[src/rtl/junction_pkg.sv]
// Shared types and helpers for the junction scheduler: lamp codes, FSM states,
// requester indices and the round-robin pick.
package junction_pkg;

  typedef enum logic [1:0] {
    RED    = 2'b00,
    YELLOW = 2'b01,
    GREEN  = 2'b10
  } light_t;

  typedef enum logic [2:0] {
    S_ALL_RED,
    S_YEL_IN,
    S_GREEN,
    S_YEL_OUT,
    S_WALK
  } sched_state_t;

  localparam int REQ_EW  = 0;
  localparam int REQ_NS  = 1;
  localparam int REQ_PED = 2;

  function automatic logic [1:0] rr_next(input logic [1:0] idx);
    return (idx == 2'd2) ? 2'd0 : idx + 2'd1;
  endfunction

  // One-hot winner: first set bit of pend, scanning from ptr in EW->NS->PED order.
  function automatic logic [2:0] rr_pick(input logic [2:0] pend, input logic [1:0] ptr);
    logic [1:0] idx;
    logic [2:0] win;
    win = '0;
    idx = ptr;
    for (int k = 0; k < 3; k++) begin
      if (win == '0 && pend[idx]) win[idx] = 1'b1;
      idx = rr_next(idx);
    end
    return win;
  endfunction

endpackage

[src/rtl/junction_scheduler_if.sv]
// Request/lamp bundle between the junction scheduler and its environment.
interface junction_scheduler_if;
  import junction_pkg::*;

  logic       req_ew;
  logic       req_ns;
  logic       req_ped;
  logic       emerg;
  light_t     ew_light;
  light_t     ns_light;
  logic       walk;
  logic [2:0] grant;
  logic       busy;

  modport master (
    output req_ew, req_ns, req_ped, emerg,
    input  ew_light, ns_light, walk, grant, busy
  );

  modport slave (
    input  req_ew, req_ns, req_ped, emerg,
    output ew_light, ns_light, walk, grant, busy
  );
endinterface

[src/rtl/junction_scheduler_phase_timer.sv]
// Loadable down-counter that times every scheduler phase; holds at zero.
module phase_timer #(
  parameter int unsigned     CW      = 6,
  parameter logic [CW-1:0]   RST_VAL = '0
) (
  input  logic          clk,
  input  logic          rstb,
  input  logic          load,
  input  logic [CW-1:0] load_val,
  input  logic          dec,
  output logic [CW-1:0] count,
  output logic          zero
);

  always_ff @(posedge clk) begin
    if (!rstb)                      count <= RST_VAL;
    else if (load)                  count <= load_val;
    else if (dec && count != '0)    count <= count - 1'b1;
  end

  assign zero = (count == '0);

endmodule

[src/rtl/junction_scheduler.sv]
// Round-robin junction scheduler: grants EW, NS or pedestrians in turn and
// sequences each grant through timed lamp phases.
//   state     | meaning
//   S_ALL_RED | clearance / idle, arbitration once timer hits 0
//   S_YEL_IN  | granted car direction shows yellow before green
//   S_GREEN   | granted car direction green, may re-extend
//   S_YEL_OUT | granted car direction yellow before all-red
//   S_WALK    | pedestrian walk, both directions red
module junction_scheduler
  import junction_pkg::*;
#(
  parameter int unsigned CW       = 6,
  parameter int unsigned T_ALLRED = 2,
  parameter int unsigned T_YEL    = 2,
  parameter int unsigned T_GREEN  = 4,
  parameter int unsigned T_WALK   = 3,
  parameter int unsigned MAX_EXT  = 2
) (
  input logic                 clk,
  input logic                 rstb,
  junction_scheduler_if.slave bus
);

  localparam logic [CW-1:0] LD_ALLRED = CW'(T_ALLRED - 1);
  localparam logic [CW-1:0] LD_YEL    = CW'(T_YEL - 1);
  localparam logic [CW-1:0] LD_GREEN  = CW'(T_GREEN - 1);
  localparam logic [CW-1:0] LD_WALK   = CW'(T_WALK - 1);

  sched_state_t  state_q, state_d;
  logic [2:0]    pending_q, pending_d;
  logic [2:0]    grant_q, grant_d;
  logic [1:0]    rr_q, rr_d;
  logic [3:0]    ext_q, ext_d;
  logic [2:0]    req_v, win;
  logic          tmr_load, tmr_dec, tmr_zero;
  logic [CW-1:0] tmr_val, tmr_count;
  light_t        ew_q, ns_q, ew_d, ns_d, lt_d;
  logic          walk_q, busy_q;

  phase_timer #(.CW(CW), .RST_VAL(LD_ALLRED)) u_timer (
    .clk      (clk),
    .rstb     (rstb),
    .load     (tmr_load),
    .load_val (tmr_val),
    .dec      (tmr_dec),
    .count    (tmr_count),
    .zero     (tmr_zero)
  );

  assign req_v   = {bus.req_ped, bus.req_ns, bus.req_ew};
  assign win     = rr_pick(pending_q, rr_q);
  assign tmr_dec = !tmr_load && (tmr_count != '0);

  always_comb begin
    state_d   = state_q;
    grant_d   = grant_q;
    rr_d      = rr_q;
    ext_d     = ext_q;
    tmr_load  = 1'b0;
    tmr_val   = LD_ALLRED;
    pending_d = pending_q | (req_v & ~grant_q);

    unique case (state_q)
      S_ALL_RED: begin
        if (tmr_zero && !bus.emerg && win != '0) begin
          grant_d   = win;
          pending_d = pending_d & ~win;
          tmr_load  = 1'b1;
          if (win[REQ_EW])      rr_d = 2'd1;
          else if (win[REQ_NS]) rr_d = 2'd2;
          else                  rr_d = 2'd0;
          if (win[REQ_PED]) begin
            state_d = S_WALK;
            tmr_val = LD_WALK;
          end else begin
            state_d = S_YEL_IN;
            tmr_val = LD_YEL;
            ext_d   = '0;
          end
        end
      end
      S_YEL_IN: begin
        if (bus.emerg) begin
          state_d  = S_YEL_OUT;
          tmr_load = 1'b1;
          tmr_val  = LD_YEL;
        end else if (tmr_zero) begin
          state_d  = S_GREEN;
          tmr_load = 1'b1;
          tmr_val  = LD_GREEN;
        end
      end
      S_GREEN: begin
        if (bus.emerg) begin
          state_d  = S_YEL_OUT;
          tmr_load = 1'b1;
          tmr_val  = LD_YEL;
        end else if (tmr_zero) begin
          tmr_load = 1'b1;
          // Extend only while the served side still asks and nobody else waits.
          if ((req_v & grant_q) != '0 && (pending_q & ~grant_q) == '0 &&
              ext_q < 4'(MAX_EXT)) begin
            tmr_val = LD_GREEN;
            ext_d   = ext_q + 4'd1;
          end else begin
            state_d = S_YEL_OUT;
            tmr_val = LD_YEL;
          end
        end
      end
      S_YEL_OUT, S_WALK: begin
        if (tmr_zero) begin
          state_d  = S_ALL_RED;
          grant_d  = '0;
          tmr_load = 1'b1;
          tmr_val  = LD_ALLRED;
        end
      end
      default: begin
        state_d  = S_ALL_RED;
        grant_d  = '0;
        tmr_load = 1'b1;
        tmr_val  = LD_ALLRED;
      end
    endcase

    unique case (state_d)
      S_YEL_IN, S_YEL_OUT: lt_d = YELLOW;
      S_GREEN:             lt_d = GREEN;
      default:             lt_d = RED;
    endcase
    ew_d = grant_d[REQ_EW] ? lt_d : RED;
    ns_d = grant_d[REQ_NS] ? lt_d : RED;
  end

  always_ff @(posedge clk) begin
    if (!rstb) begin
      state_q   <= S_ALL_RED;
      pending_q <= '0;
      grant_q   <= '0;
      rr_q      <= 2'd0;
      ext_q     <= '0;
      ew_q      <= RED;
      ns_q      <= RED;
      walk_q    <= 1'b0;
      busy_q    <= 1'b0;
    end else begin
      state_q   <= state_d;
      pending_q <= pending_d;
      grant_q   <= grant_d;
      rr_q      <= rr_d;
      ext_q     <= ext_d;
      ew_q      <= ew_d;
      ns_q      <= ns_d;
      walk_q    <= (state_d == S_WALK);
      busy_q    <= (state_d != S_ALL_RED);
    end
  end

  assign bus.ew_light = ew_q;
  assign bus.ns_light = ns_q;
  assign bus.walk     = walk_q;
  assign bus.grant    = grant_q;
  assign bus.busy     = busy_q;

endmodule
[src/flat_wrapper.sv]
// flat-port wrapper written by rule: the top's interface ports become plain ports
module junction_scheduler_flat import junction_pkg::*;
#(
  parameter int unsigned CW       = 6,
  parameter int unsigned T_ALLRED = 2,
  parameter int unsigned T_YEL    = 2,
  parameter int unsigned T_GREEN  = 4,
  parameter int unsigned T_WALK   = 3,
  parameter int unsigned MAX_EXT  = 2
)
  (clk, rstb, bus_req_ew, bus_req_ns, bus_req_ped, bus_emerg, bus_ew_light, bus_ns_light, bus_walk, bus_grant, bus_busy);
  junction_scheduler_if bus_i ();
  input logic clk;
  input logic rstb;
  input wire logic [$bits(bus_i.req_ew)-1:0] bus_req_ew;
  input wire logic [$bits(bus_i.req_ns)-1:0] bus_req_ns;
  input wire logic [$bits(bus_i.req_ped)-1:0] bus_req_ped;
  input wire logic [$bits(bus_i.emerg)-1:0] bus_emerg;
  output wire logic [$bits(bus_i.ew_light)-1:0] bus_ew_light;
  output wire logic [$bits(bus_i.ns_light)-1:0] bus_ns_light;
  output wire logic [$bits(bus_i.walk)-1:0] bus_walk;
  output wire logic [$bits(bus_i.grant)-1:0] bus_grant;
  output wire logic [$bits(bus_i.busy)-1:0] bus_busy;
  assign bus_i.req_ew = bus_req_ew;
  assign bus_i.req_ns = bus_req_ns;
  assign bus_i.req_ped = bus_req_ped;
  assign bus_i.emerg = bus_emerg;
  assign bus_ew_light = bus_i.ew_light;
  assign bus_ns_light = bus_i.ns_light;
  assign bus_walk = bus_i.walk;
  assign bus_grant = bus_i.grant;
  assign bus_busy = bus_i.busy;
  junction_scheduler #(.CW(CW), .T_ALLRED(T_ALLRED), .T_YEL(T_YEL), .T_GREEN(T_GREEN), .T_WALK(T_WALK), .MAX_EXT(MAX_EXT)) u_core (.clk(clk), .rstb(rstb), .bus(bus_i));
endmodule
[config.mk]
export PLATFORM = sky130hd
export DESIGN_NAME = junction_scheduler_flat
export DESIGN_NICKNAME = d
export VERILOG_FILES = /design/src/rtl/junction_pkg.sv /design/src/rtl/junction_scheduler_if.sv /design/src/rtl/junction_scheduler_phase_timer.sv /design/src/rtl/junction_scheduler.sv /design/src/flat_wrapper.sv
export SDC_FILE = /design/constraint.sdc
export NUM_CORES = 1
export LEC_CHECK = 0
export CORE_MARGIN = 2
export CORE_UTILIZATION = 48
export CTS_CLUSTER_DIAMETER = 120
export DETAILED_ROUTE_END_ITERATION = 6
export HOLD_SLACK_MARGIN = 0.1
export PLACE_DENSITY = 0.78
export SYNTH_ARGS = -nofsm -noshare
export SYNTH_HDL_FRONTEND = slang
export SYNTH_SLANG_ARGS = --single-unit
export TNS_END_PERCENT = 20
[constraint.sdc]
create_clock -name clk -period 2.6 [get_ports clk]
set_clock_uncertainty 0.2 [all_clocks]
set_input_delay 0.78 -clock clk [delete_from_list [all_inputs] [get_ports clk]]
set_output_delay 0.78 -clock clk [all_outputs]
set_load 0.005 [all_outputs]
==> impl_results.md, run 1 <==
- Outcome: complete, but fails checks
- Failing checks: DRC
- Vias: 1253
- Setup WS post-layout: 0.0859 ns
- DRT Pass-1 Iters: 6
- Final WL: 3180 um
- Synthesized area: 1450 um2
- Arrival time worst endpoint: 2.55 ns
- Post-Synth Simple-Gate Area: 28.7%
- Post-route ant nets: 0
- Cell Rows: 19
- Post-Synthesis Cells: 160
- Die Height: 59.0 um
- Starting Density: 51.7%
- Placed wire-length estimate: 2450 um
- Sequential power share: 40.1%
- Crit path from: bus_req_ew
- Pint: 0.000840 W
- Layout area overhead: 18.0%
- Root Buffer: clkbuf_4
- Global-route wire length before repair: 5200 um
- Post-synthesis xor/xnor area fraction: 1.21%
- Synth warnings: 0
- Max Slew Vio Count: 0
- Antenna violations before repair: 0
- Adder-cell share of the synthesized area: 1.73%
- Setup WS pre-CTS: -0.316 ns
- TritonCTS clock tree: built
- Bufs on Longest Clock Path: 2
- Comb power frac: 46.8%
- Clock Sinks: 27
- Most frequent cells in the layout: dfxtp_1 (27), clkdlybuf4s50_1 (14), nor2_1 (13)
- Routability congestion estimate from global placement: 0.905
- Relative slew slack: 69.0%
- Layout cell share with drive strength beyond 1: 20.9%
- Most common cell after layout, fill and taps aside: dfxtp_1
- Yosys top cell area share: 37.3%
- Clock network fraction of design power: 13.1%
- Sequential area share after synthesis: 37.3%
- TritonCTS Buffers: 3
- Mux cell area share after synthesis: 2.85%
- Final global-route overflow total: 0
- Worst-path clk slew: 0.14 ns
- F_max: 0.398 GHz
- Slowest cell delay on critical path: 0.58 ns
- Total Nets Final: 191
- Largest family of logic cells by synthesized area: simple AND/OR/NAND/NOR gates
- WL/cell: 14.9 um
- Cts hold-fix bufs: 0
- Worst hold slack: 0.292 ns
- Net load switching power: 0.000524 W
- Compound-Gate Fraction of Synth Area: 24.2%
- Data required, critical path: 2.64 ns
- Min-delay src: u_core.ext_q[0]
- Syn_area_per_cell: 9.06 um2
- Cell leakage power: 0.647 nW
- Slowest CP cell: or4_4
- WP buf/inv: 1
- R2r startpoint: u_core.u_timer.count[0]
- Worst Setup Path Type: input port to register
- DR iter-0 viols: 73
- Vias in the first global route: 1188
- Crit path cell chain: clkdlybuf4s50_1 > a222oi_1 > or4_4 > o211ai_2 > nand3_2 > a2111oi_2
- Die width: 59.0 um
- Core ar.: 2810 um2
- Final period utilization: 96.7%
- Asr flop ratio synth: 0%
- Drc violations: 2
- Maximum resistive drop on vdd: 0.000479 V
- PortBufs: 14
- Via density: 5.88
- P per Cell Area: 797 nW/um2
- Worst skew pair latency: 0.32 ns
- # Max-Cap Violations: 0
- Final Hold Vio Count: 0
- Critical path fanouts, max: 2
- Main synth FF type: dfxtp_1
- Top delay family on crit path: simple AND/OR/NAND/NOR gates
- Final Setup Violations: 0
- I/O Pins: 15
- CP endpoint kind: register
- Sw Ratio: 38.4%
- Gr usage total: 19.4%
- Ant diodes: 0
- RSZ-0062 raised after global routing: no
- Hold crit path type: register to register
- Largest net degree at the start of global routing: 20
- Worst-Margin Slew: 0.460 ns
- Critical path startpoint category: input port
- Syn_nets: 168
- Post-synthesis cell type count: 58
- Final Critical Period: 2.51 ns
- Area leader, netlist: dfxtp_1
- H-tree depth: 1
- Synth top area cells: dfxtp_1 (37%), nor2_1 (3.4%), nand2_1 (3.1%)
- Die area: 3480 um2
- Post-synth EDFFs: 0
- Yosys reg bits: 27
## power groups by stage
stage                     Clock (W)  Combinational, W  Sequential (W)
after floorplan                   0          0.000500        0.000538
after global placement            0          0.000602        0.000548
after detailed placement          0          0.000625        0.000554
after CTS                  0.000186          0.000628        0.000546
after global routing       0.000198          0.000701        0.000558
final                      0.000179          0.000639        0.000547
## final cells by class
cell class                      count  area (um2)
Multi-Input combinational cell    120         865
Fill cell                         239        1090
Tap cell                           31        38.8
Timing Repair Buffer               24         215
Sequential cell                    27         541
Clock buffer                        4        26.3
Inverter                            7        26.3
## kinds of logic (layout without fill, tap and decap cells)
group / Yosys count / in the layout
AOI/OAI and AO/OA: 41 / 41
xor gates and xnor gates: 2 / 2
adders and majority gates: 2 / 2
buffers and inverters: 13 / 35
DFF: 27 / 27
muxes: 4 / 4
and+or+nand+nor: 71 / 71
## sequential cells by signal, summed over array words and instances (netlist names)
signal	cells
u_core.bus.grant	3
u_core.bus.ew_light	2
u_core.bus.walk	1
u_core.ext_q	4
u_core.rr_q	2
u_core.pending_q	3
u_core.bus.ns_light	2
u_core.u_timer.count	6
u_core.state_q	3
u_core.bus.busy	1
## layer usage
metal / share of wire [%] / track usage, % / up-vias
li1: - / - / 628
met1: 45 / 24.8 / 600
met2: 50 / 34.1 / 23
met3: 4.5 / 4.18 / 2
met4: 0.53 / 2.92 / 0
met5: 0 / 0 / -
## per-stage QoR
step	power, W	cell area, um2	instances	TNS, ns	utilization, %
after floorplan	0.00104	1450	160	0	-
after global placement	0.00115	1670	209	-1.73	59.6
after detailed placement	0.00118	1670	209	-2.18	59.6
after CTS	0.00136	1700	213	0	60.6
after global routing	0.00146	1710	213	0	61.0
final	0.00136	1710	213	0	61.0
## Yosys cell counts, types with 2 or more instances
master	count
a21boi_0	2
a21o_1	2
a21oi_1	7
a31oi_1	3
and3_1	2
clkbuf_1	4
dfxtp_1	27
ha_1	2
inv_1	6
mux2i_1	3
nand2_1	12
nand2b_1	2
nand3_1	7
nor2_1	13
nor2b_1	7
nor3_1	4
nor3_2	2
nor3b_1	4
nor4_1	2
o21ai_0	7
o31ai_1	2
or2_2	2
or3_4	2
xnor2_1	2
## final timing paths
path	depth (start not counted)	slack, ns	endpoint
max	6	0.09	u_core.bus.ew_light[1]
min	2	0.29	u_core.ext_q[0]
max reg2reg	7	0.25	u_core.bus.ns_light[1]
min reg2reg	2	0.29	u_core.ext_q[0]
## worst min-delay path, cell delays in order (launching register included)
cell and delay [ns]:
dfxtp_1 0.35, nand2_1 0.06, mux2i_1 0.06
## what timing repair did
| action | 4_1_cts | 5_1_grt |
|---|---|---|
| setup endpoints to repair | 0 | 2 |
| gates resized for setup | 0 | 3 |
| endpoints found under the hold margin | 0 | 0 |
| buffers inserted | 0 | 0 |
No activity file was read; power rests on OpenSTA's default activity.
==> run 2, diff against run 1 <==
SKIP_LAST_GASP = 1   (was default)
==> results of run 2 <==
No change in the layout: final DEF, timing and power equal those of run 1.
==> run 3, diff against run 2 <==
CORE_UTILIZATION = 40   (was 48)
PLACE_DENSITY = 0.68   (was 0.78)
RECOVER_POWER = 100   (was default)
SYNTH_HIERARCHICAL = 1   (was default)
==> run 3 against run 2 <==
Non-clock buffer count grew 31. The run ends with setup timing left. Via count grew 15%. Hold slack is essentially flat. Largest cell class unchanged. Fmax shrank 5.2%. Sequential share of layout area shrank 6.0 points. Critical endpoint is now u_core/u_timer/count[5]. First-iteration DRC count grew 9.6%. Combinational power grew 54%. Sequential power shrank 4.9%. Clock-buffer cell count shrank 1. Register-to-register slack lost 0.30 ns. Synthesized cell count grew 5.6%. Cell area grew 24%.
==> impl_results.md, run 3 <==
- Post-DP Area: 1990 um2
- Post-synthesis cell type count: 59
- P per Cell Area: 829 nW/um2
- Post-synth EDFFs: 0
- Synthesized area: 1550 um2
- Layout cell share with drive strength beyond 1: 33.5%
- Number of flip-flops in the largest register: 6
- Ant diodes: 0
- Layout area overhead: 37.4%
- Total Nets Final: 234
- Relative slew slack: 61.9%
- PortBufs: 14
- # Max-Cap Violations: 0
- Most common cell after layout, fill and taps aside: buf_4
- Main synth FF type: dfxtp_1
- Cts hold-fix bufs: 0
- Sequential area share after synthesis: 35.0%
- Largest registers: u_core/u_timer/count x6, u_core/ext_q x4
- Post-Synthesis Cells: 169
- Worst-Margin Slew: 0.566 ns
- Slowest cell delay on critical path: 0.48 ns
- Setup WS post-layout: -0.0527 ns
- CP endpoint kind: register
- Yosys top cell area share: 35.0%
- Most frequent cell after synthesis: dfxtp_1
- Synth top area cells: dfxtp_1 (35%), nor2b_1 (4.9%), a21oi_1 (3.9%)
- CP dominant cell by count: or4b_4
- Critical path startpoint category: register
- Worst skew pair latency: 0.28 ns
- Crit path cell chain: inv_2 > ha_4 > or4b_4 > nor2_4 > a21oi_2 > a21oi_1 > o22a_2 > a21oi_4 > or4b_4 > or4b_1 > a31oi_1
- Arrival time worst endpoint: 2.67 ns
- Most frequent cells in the layout: buf_4 (40), dfxtp_1 (25), nor2b_1 (12)
- DRT Pass-1 Iters: 4
- Setup TNS: -0.0729 ns
- Routability congestion estimate from global placement: 0.913
- FILL cells: 321
- Reg2Reg Setup Slack: -0.05 ns
- Outcome: complete, but fails checks
- Final Critical Period: 2.65 ns
- Slowest CP cell: or4b_4
- Failing checks: setup timing
- Maximum resistive drop on vdd: 0.000270 V
- Top reg by flops: u_core/u_timer/count
- Global-route wire length before repair: 6160 um
- Largest net degree at the start of global routing: 21
- Critical path fanouts, max: 4
- F_max: 0.377 GHz
- Synth warnings: 6
- Syn_area_per_cell: 9.15 um2
- Hold crit path type: register to register
- Die area: 4380 um2
- Clock Sinks: 27
- RSZ-0062 raised after global routing: yes
- Setup WS pre-CTS: -0.717 ns
- Starting Density: 41.9%
- Final non-filler cell area: 2120 um2
- Root Buffer: clkbuf_8
- I/O Pins: 15
- Vias: 1445
- Drc violations: 0
- Final Setup Violations: 6
- TritonCTS Buffers: 3
- TritonCTS clock tree: built
- Total power: 0.00176 W
- Die width: 66.2 um
- Data required, critical path: 2.61 ns
- Bufs on Longest Clock Path: 2
- Die Height: 66.2 um
- Via density: 5.31
- Cell leakage power: 0.880 nW
- Final WL: 3730 um
- Yosys reg bits: 27
- Core ar.: 3690 um2
- DR iter-0 viols: 80
- Vias in the first global route: 1412
- Final period utilization: 102%
- Cell Rows: 22
- H-tree depth: 1
- Asr flop ratio synth: 0%
- Final global-route overflow total: 0
- Final Hold Vio Count: 0
- Area leader, netlist: dfxtp_1
- Worst-path clk slew: 0.10 ns
- Worst Setup Path Type: register to register
- Gr usage total: 18.2%
- Post-route ant nets: 0
- Antenna violations before repair: 0
- Max Slew Vio Count: 0
- WL/cell: 13.7 um
- Placed wire-length estimate: 2700 um
- Post-synth top cells: dfxtp_1 (27), a21oi_1 (12), nor2b_1 (12), nand2_1 (11), nor2_1 (11)
## run 3: kinds of logic (layout without fill, tap and decap cells)
kind of cell | count (synthesis) | in the layout | synth area share (%)
AO/OA/AOI/OAI | 53 | 53 | 28.4
XOR/XNOR | 2 | 2 | 1.13
adder cells (fa/ha/maj) | 3 | 3 | 2.43
buffers and inverters | 14 | 66 | 5.42
flip-flops | 27 | 27 | 35.0
multiplexers | 1 | 1 | 0.647
other | 1 | 4 | 0.242
AND/OR/NAND/NOR | 68 | 68 | 26.8
## run 3: area by class of cell
cell class | count | area [um2] | area share [%]
multi-input combinational | 131 | 992 | 46.7
sequential | 27 | 543 | 25.6
clock buffer | 3 | 41.3 | 1.94
tap | 48 | 60.1 | 2.83
clock inverter | 1 | 8.76 | 0.412
inverter | 7 | 26.3 | 1.24
timing repair buffer | 55 | 453 | 21.3
## run 3: worst paths after layout
kind | from | endpoint | cells past startpoint
max | u_core/u_timer/count[1] | u_core/u_timer/count[5] | 11
max reg2reg | u_core/u_timer/count[1] | u_core/u_timer/count[5] | 11
min | u_core/ext_q[3] | u_core/ext_q[3] | 1
min reg2reg | u_core/ext_q[3] | u_core/ext_q[3] | 1
## run 3: routing by layer
| metal | GRT usage, % | wire length (um) |
|---|---|---|
| met1 | 22.9 | 1780 |
| met2 | 30.8 | 1820 |
| met5 | 0 | 0 |
| met4 | 8.67 | 58 |
| met3 | 2.21 | 75 |
## run 3: repair_timing
item | 4_1_cts | 5_1_grt
setup endpoints to repair | 6 | 21
buffers inserted | 6 | 1
pin swaps | 6 | 5
gates resized for setup | 7 | 2
## run 3: critical path, delay by kind of cell (launching register included)
family,cells,cell delay [ns]
AOI/OAI and AO/OA,5,0.63
and+or+nand+nor,4,1.22
buffers and inverters,1,0.05
adders and majority gates,1,0.15
DFF,1,0.35
## run 3: where the power goes
group / leakage, nW / internal [W] / switching [W]
Clock: 0.0261 / 0.000113 / 0.000146
Combinational: 0.634 / 0.000519 / 0.000464
Sequential: 0.220 / 0.000473 / 0.0000476
## run 3: per-stage QoR
stage                     std cells  hold slack, ns  util [%]
final                           272           0.292      57.6
after CTS                       271           0.297      57.1
after global routing            272           0.314      57.6
after floorplan                 172           0.254         -
after global placement          261           0.271      54.0
after detailed placement        261           0.282      54.0
